===== src/rtl/pmod_jstk_interface.sv =====
// SPI mode-0 master for the Digilent PmodJSTK: one 5-byte full-duplex transfer per
// rising edge of sndRec, command byte out, X/Y/button frame collected into DOUT.
module pmod_jstk_interface #(
  parameter int SCLK_HALF_DIV   = 750,
  parameter int SS_SETUP_CYCLES = 1500,
  parameter int BYTE_GAP_CYCLES = 1000,
  parameter int NUM_BYTES       = 5
) (
  input  logic                     CLK,
  input  logic                     RST,
  input  logic                     sndRec,
  input  logic [7:0]               DIN,
  input  logic                     MISO,
  output logic                     MOSI,
  output logic                     SCLK,
  output logic                     SS,
  output logic [8*NUM_BYTES-1:0]   DOUT
);

  localparam int FRAME_W = 8 * NUM_BYTES;

  localparam logic [2:0] ST_IDLE  = 3'd0;
  localparam logic [2:0] ST_SETUP = 3'd1;
  localparam logic [2:0] ST_XFER  = 3'd2;
  localparam logic [2:0] ST_GAP   = 3'd3;
  localparam logic [2:0] ST_DONE  = 3'd4;

  localparam logic [15:0] SETUP_LAST = 16'(SS_SETUP_CYCLES - 1);
  localparam logic [15:0] HALF_LAST  = 16'(SCLK_HALF_DIV - 1);
  localparam logic [15:0] GAP_LAST   = 16'(BYTE_GAP_CYCLES - 1);
  localparam logic [2:0]  LAST_BYTE  = 3'(NUM_BYTES - 1);

  logic               snd_meta_r;
  logic               snd_sync_r;
  logic               snd_prev_r;
  logic               snd_rise_s;
  logic [2:0]         state_r;
  logic [15:0]        cnt_r;
  logic [2:0]         bit_idx_r;
  logic [2:0]         byte_idx_r;
  logic [7:0]         tx_byte_r;
  logic [7:0]         rx_shift_r;
  logic [FRAME_W-1:0] frame_r;
  logic [FRAME_W-1:0] dout_r;
  logic               sclk_r;
  logic               ss_r;

  assign snd_rise_s = snd_sync_r & ~snd_prev_r;

  // MOSI is the MSB of the transmit shift register; it is zero whenever idle.
  assign MOSI = tx_byte_r[7];
  assign SCLK = sclk_r;
  assign SS   = ss_r;
  assign DOUT = dout_r;

  // Two-flop synchroniser for sndRec plus a delayed copy for rise detection.
  always_ff @(posedge CLK or posedge RST) begin
    if (RST) begin
      snd_meta_r <= 1'b0;
      snd_sync_r <= 1'b0;
      snd_prev_r <= 1'b0;
    end else begin
      snd_meta_r <= sndRec;
      snd_sync_r <= snd_meta_r;
      snd_prev_r <= snd_sync_r;
    end
  end

  // Transaction sequencer: SS setup, 8-bit mode-0 bytes, inter-byte gaps, atomic DOUT load.
  always_ff @(posedge CLK or posedge RST) begin
    if (RST) begin
      state_r    <= ST_IDLE;
      cnt_r      <= 16'd0;
      bit_idx_r  <= 3'd0;
      byte_idx_r <= 3'd0;
      tx_byte_r  <= 8'h00;
      rx_shift_r <= 8'h00;
      frame_r    <= '0;
      dout_r     <= '0;
      sclk_r     <= 1'b0;
      ss_r       <= 1'b1;
    end else begin
      case (state_r)
        ST_IDLE: begin
          if (snd_rise_s) begin
            tx_byte_r  <= DIN;
            byte_idx_r <= 3'd0;
            bit_idx_r  <= 3'd0;
            cnt_r      <= 16'd0;
            ss_r       <= 1'b0;
            state_r    <= ST_SETUP;
          end else begin
            cnt_r <= 16'd0;
          end
        end
        ST_SETUP: begin
          if (cnt_r == SETUP_LAST) begin
            cnt_r   <= 16'd0;
            state_r <= ST_XFER;
          end else begin
            cnt_r <= cnt_r + 16'd1;
          end
        end
        ST_XFER: begin
          if (cnt_r == HALF_LAST) begin
            cnt_r <= 16'd0;
            if (!sclk_r) begin
              sclk_r     <= 1'b1;
              rx_shift_r <= {rx_shift_r[6:0], MISO};
            end else begin
              // Falling edge: advance MOSI; after bit 7 the zero fill is the next byte's MSB.
              sclk_r    <= 1'b0;
              tx_byte_r <= {tx_byte_r[6:0], 1'b0};
              bit_idx_r <= bit_idx_r + 3'd1;
              if (bit_idx_r == 3'd7) begin
                frame_r    <= {frame_r[FRAME_W-9:0], rx_shift_r};
                byte_idx_r <= byte_idx_r + 3'd1;
                if (byte_idx_r == LAST_BYTE) begin
                  state_r <= ST_DONE;
                end else begin
                  state_r <= ST_GAP;
                end
              end
            end
          end else begin
            cnt_r <= cnt_r + 16'd1;
          end
        end
        ST_GAP: begin
          if (cnt_r == GAP_LAST) begin
            cnt_r   <= 16'd0;
            state_r <= ST_XFER;
          end else begin
            cnt_r <= cnt_r + 16'd1;
          end
        end
        ST_DONE: begin
          ss_r      <= 1'b1;
          tx_byte_r <= 8'h00;
          dout_r    <= frame_r;
          state_r   <= ST_IDLE;
        end
        default: begin
          state_r <= ST_IDLE;
          sclk_r  <= 1'b0;
          ss_r    <= 1'b1;
        end
      endcase
    end
  end

endmodule


===== config.mk =====
export PLATFORM = sky130hd
export DESIGN_NAME = pmod_jstk_interface
export DESIGN_NICKNAME = d
export VERILOG_FILES = /design/src/rtl/pmod_jstk_interface.sv
export SDC_FILE = /design/constraint.sdc
export NUM_CORES = 1
export LEC_CHECK = 0
export CORE_MARGIN = 5
export CORE_UTILIZATION = 35
export CTS_CLUSTER_DIAMETER = 40
export CTS_CLUSTER_SIZE = 20
export DETAILED_ROUTE_END_ITERATION = 16
export GPL_ROUTABILITY_DRIVEN = 0
export HOLD_SLACK_MARGIN = 0.12
export PLACE_DENSITY = 0.56
export REMOVE_ABC_BUFFERS = 1
export SLEW_MARGIN = 20
export SYNTH_ARGS = -nofsm -noshare
export SYNTH_HDL_FRONTEND = slang
export SYNTH_SLANG_ARGS = --single-unit

===== constraint.sdc =====
create_clock -name CLK -period 4.6 [get_ports CLK]
set_input_delay 0.69 -clock CLK [delete_from_list [all_inputs] [get_ports CLK]]
set_output_delay 0.69 -clock CLK [all_outputs]
set_load 0.01 [all_outputs]

==> results of run 1 <==
==> cells by family after synthesis <==
kind of cell / synth area share, %
AO/OA/AOI/OAI: 7.20
adder cells (fa/ha/maj): 1.33
buffers and inverters: 3.90
flip-flops: 55.8
multiplexers: 22.5
AND/OR/NAND/NOR: 9.28
==> area by class of cell <==
type                    instances  area (um2)
clock inverters                10         159
fillers                      1483        8900
flip-flops and latches        126        3150
well taps                     216         270
clock buffers                  22         474
multi-input cells             251        2280
inverters                      13        51.3
repair buffers                 59         591
==> sequential cells by signal, indices dropped and copies added (netlist names) <==
name	flops
SS	1
snd_meta_r	1
state_r	3
bit_idx_r	3
frame_r	40
byte_idx_r	3
rx_shift_r	8
cnt_r	16
snd_prev_r	1
tx_byte_r	8
DOUT	40
snd_sync_r	1
SCLK	1
==> worst min-delay path by stage <==
stage                     depth (start not counted)         end        from
after global placement                            0  snd_sync_r  snd_meta_r
after detailed placement                          0  snd_sync_r  snd_meta_r
final                                             0  snd_sync_r  snd_meta_r
after global routing                              0  snd_sync_r  snd_meta_r
after floorplan                                   0  snd_sync_r  snd_meta_r
after CTS                                         0  snd_sync_r  snd_meta_r
==> Yosys cell counts (4+ instances only) <==
cell type and count:
mux2i_1 4, and3_1 5, nor3_1 7, mux2_2 56, buf_12 4, nand2_1 20, mux2_4 40, o31ai_1 11
o21ai_0 11, ha_1 6, a22o_1 14, nor2_1 15, nand3_1 8, a211oi_1 4, and2_1 6, nor2b_1 6
dfrtp_1 125, inv_1 13, a21o_1 4, clkbuf_1 10
==> where the power goes <==
part | internal [W] | switching [W]
combinational | 0.0000670 | 0.0000619
sequential | 0.00115 | 0.0000516
clock | 0.000949 | 0.000475
==> layer usage <==
layer	track usage [%]	vias up
met1	16.0	1719
met2	18.1	69
met3	4.04	14
met4	4.43	0
li1	-	1592
met5	0	-
==> through the flow <==
| stage | utilization (%) | setup WS [ns] | power (W) | cell area [um2] | hold WS, ns |
|---|---|---|---|---|---|
| 2_1_floorplan | - | -0.308 | 0.00130 | 5480 | 0.331 |
| 3_3_place_gp | 40.0 | 1.75 | 0.00134 | 6350 | 0.336 |
| 5_1_grt | 44.0 | 1.59 | 0.00287 | 6980 | 0.357 |
| 3_5_place_dp | 40.0 | 1.71 | 0.00135 | 6350 | 0.340 |
| 4_1_cts | 44.0 | 1.70 | 0.00279 | 6980 | 0.353 |
| 6_report | 44.0 | 1.70 | 0.00275 | 6980 | 0.353 |
==> out/qor.yml, run 1 <==
sta:
  slew_headroom_pct: 48.8
  setup_viol_count_final: 0
  setup_tns_ns: 0
  final_hold_viol_count: 0
  fmax_ghz: 0.344
  clock-skew-final_ns: 0.00593
  final_max_slew_viol_count: 0
  worst_pin_slew_ns: 0.769
  period_minus_slack_ns: 2.90
  rsz0062_at_grt: "no"
  period_share_pct: 63.2
placement:
  dpl.hpwl_um: 6710
  port_buffers: 54
  dp.cells: 665
logic_synthesis:
  synth_edf_count: 0
  synth.area.top_cells: "dfrtp_1 (55%), mux2_2 (11%), mux2_4 (11%)"
  synth-main-ff-cell: "dfrtp_1"
  ys.warnings.count: 0
  synth-async-reset-ratio_pct: 100
  ys_seq_elements: 126
  yosys.area.top_type: "dfrtp_1"
  ys_seq_area_share_pct: 55.8
  avgSynthCellArea_um2: 13.8
  syn_area_um2: 5650
  yosysTopAreaCellShare_pct: 55.3
  syn_inst: 411
  synth_cell_types: 49
critical_path:
  worstSetupPathType: "reg -> reg"
  timing.rr.end: "frame_r[33]"
  critPathTopFamily: "simple AND/OR/NAND/NOR gates"
  rrSetupSlack_ns: 1.70
  crit_chain: "or4_4 > or4_4 > nor2_4 > and2_4 > mux2_4"
  crit_fanout: 40
  cp_slowest_cell: "and2_4"
  cp-end-kind: "flop"
  crit_path_frequent_cell: "or4_4"
  critPathArrivalTime_ns: 3.20
  cp.depth: 5
  rr_worst_depth: 5
  path_buf_inv: 0
  startpoint: "cnt_r[11]"
  required_ns: 4.89
  reg2reg_from: "cnt_r[11]"
  cpPeakStageDelay_ns: 0.66
  crit_path_start_kind: "flop"
  endpoint: "frame_r[33]"
routing:
  drcViolationCount: 0
  via_count: 3394
  drt_iter0_markers: 124
  met1Wirelength_um: 5060
  met2_length_um: 4720
  drt-pass1-iter-count: 4
  routed_via_density: 4.87
  top_layer: "met4"
  totalWireLength_um: 10400
  wire_per_inst_um: 14.9
  wl_met3_um: 478
  drtAntennaViolNets: 0
cts:
  cts_setup_buffers: 0
  cts_buffers: 17
  clk_latency_ns: 0.41
  cts_resized: 0
  root_buffer: "clkbuf_16"
  path_clk_slew_ns: 0.06
  cts_tree: "built"
  postCtsHoldBufs: 0
  htree_levels: 4
  cts_buffer_depth: 2
  cts_num_sinks: 126
global_routing:
  antenna_found_initial: 0
  grt-ovfl-total: 0
  grt_max_degree: 69
  grt_usage_pct: 12.0
  grt_pass1_vias: 3558
  grt_pass1_wl_um: 17900
floorplanning:
  core-area_um2: 15900
  die-area_um2: 18800
  start_util_pct: 35.6
  io_pins: 55
  die-width_um: 137
  rows: 46
  die_h_um: 137
power:
  p_leak_nw: 3.21
  peakVddDrop_mv: 0.250
  power_density_nw_per_um2: 394
cells_and_area:
  stdcell_count: 697
  diodes: 0
  area_growth_pct: 23.5
  layout_commonest_cell: "dfrtp_1"
  drive_above_1_share_pct: 29.7
  final_nets: 486
  layout_common_cells: "dfrtp_1 (125), mux2_2 (56), clkdlybuf4s50_1 (54)"
run:
  cap_violations: 0
worst_hold_path:
  min_path_type: "reg -> reg"
status:
  status: "complete, no violations"
(Power assumes the default switching activity.)
==> inputs of run 2 (changes only) <==
clock period = 2.82 ns   (was 4.6 ns; I/O delays follow)
==> out/qor.yml, run 2 (same netlist as run 1, synthesis figures left out) <==
power:
  p_leak_nw: 3.23
  p_int_w: 0.00329
  swShare_pct: 22.6
  clkPwrFrac_pct: 48.9
  p_comb_share_pct: 5.1
  peakVddDrop_mv: 0.506
  power_density_nw_per_um2: 605
  power_frac_seq_pct: 46.1
  net-switching-power_w: 0.000961
cells_and_area:
  final_core_utilization_pct: 44.2
  stdcell_count: 706
  layout_commonest_cell: "dfrtp_1"
  final_nets: 495
  diodes: 0
  multi_input_area_um2: 2280
  layout_common_cells: "dfrtp_1 (125), mux2_2 (56), clkdlybuf4s50_1 (54)"
  fill_cells: 1464
  drive_above_1_share_pct: 31.0
  regArea_um2: 3150
  area_growth_pct: 24.3
global_routing:
  grt_pass1_wl_um: 17800
  antenna_found_initial: 0
  grt-ovfl-total: 0
  grt_usage_pct: 12.1
  grt_max_degree: 56
  grt_pass1_vias: 3543
critical_path:
  crit_fanout: 9
  required_ns: 3.11
  cpPeakStageDelay_ns: 0.61
  cp_slowest_cell: "or4_4"
  worstSetupPathType: "reg -> reg"
  crit_path_start_kind: "flop"
  cp-end-kind: "flop"
  crit_chain: "or4_4 > or4_4 > nor2_4 > and2_4 > buf_4 > mux2_4"
  path_buf_inv: 1
  crit_path_frequent_cell: "or4_4"
  critPathArrivalTime_ns: 2.99
  critPathTopFamily: "simple AND/OR/NAND/NOR gates"
routing:
  routed_via_density: 4.81
  drt-pass1-iter-count: 5
  drcViolationCount: 0
  drtAntennaViolNets: 0
  via_count: 3397
  wire_per_inst_um: 14.7
  drt_iter0_markers: 186
  totalWireLength_um: 10400
floorplanning:
  rows: 46
  io_pins: 55
  die-width_um: 137
  die-area_um2: 18800
  die_h_um: 137
  start_util_pct: 35.6
  core-area_um2: 15900
cts:
  path_clk_slew_ns: 0.06
  postCtsHoldBufs: 0
  cts_tree: "built"
  cts_resized: 0
  cts_buffers: 17
  root_buffer: "clkbuf_16"
  cts_buffer_depth: 2
  cts_num_sinks: 126
  clk_latency_ns: 0.41
  cts_setup_buffers: 0
  htree_levels: 4
sta:
  clock-skew-final_ns: 0.0109
  rsz0062_at_grt: "no"
  period_share_pct: 95.5
  final_max_slew_viol_count: 0
  setup_tns_ns: 0
  fmax_ghz: 0.371
  slew_headroom_pct: 62.9
  worst_pin_slew_ns: 0.557
  period_minus_slack_ns: 2.69
  final_hold_viol_count: 0
  setup_viol_count_final: 0
worst_hold_path:
  min_path_type: "in -> async"
placement:
  port_buffers: 54
  dpl.hpwl_um: 6980
  dp.cells: 674
status:
  status: "complete, no violations"
run:
  cap_violations: 0
[run 2: cell type report]
type | count | share of cell area (%)
clock buffers | 23 | 6.94
inverters | 13 | 0.730
flip-flops and latches | 126 | 44.9
multi-input cells | 251 | 32.5
clock inverters | 9 | 1.21
well taps | 216 | 3.85
repair buffers | 68 | 9.90
[run 2: power groups by stage]
stage                     clock network, W  logic (W)  registers [W]
after floorplan                          0   0.000156        0.00196
after global placement                   0   0.000213        0.00198
after detailed placement                 0   0.000219        0.00199
after CTS                          0.00214   0.000222        0.00195
after global routing               0.00224   0.000247        0.00197
final                              0.00208   0.000215        0.00196
[run 2: per-layer routing]
metal	vias to the layer above	GRT usage, %	part of all wire, %
met1	1704	16.4	49
met2	65	18.2	45
met4	0	4.99	1.3
li1	1614	-	-
met5	-	0	0
met3	14	3.64	4.7
[run 2: final timing paths]
check | from | endpoint | slack, ns | depth (start not counted)
max | cnt_r[11] | frame_r[23] | 0.13 | 6
min reg2reg | snd_meta_r | snd_sync_r | 0.35 | 0
min in group CLK | snd_meta_r | snd_sync_r | 0.35 | 0
min | RST | cnt_r[15] | 0.35 | 2
max in group asynchronous | RST | rx_shift_r[4] | 1.85 | 3
max reg2reg | cnt_r[11] | frame_r[23] | 0.13 | 6
[run 2: through the flow]
step | hold WS [ns] | cell area (um2) | setup slack (ns) | total power [W]
2_1_floorplan | 0.331 | 5480 | -2.09 | 0.00212
3_3_place_gp | 0.334 | 6450 | 0.200 | 0.00220
3_5_place_dp | 0.336 | 6450 | 0.136 | 0.00220
4_1_cts | 0.348 | 7030 | 0.114 | 0.00431
5_1_grt | 0.368 | 7030 | 0.0571 | 0.00446
6_report | 0.347 | 7030 | 0.126 | 0.00425
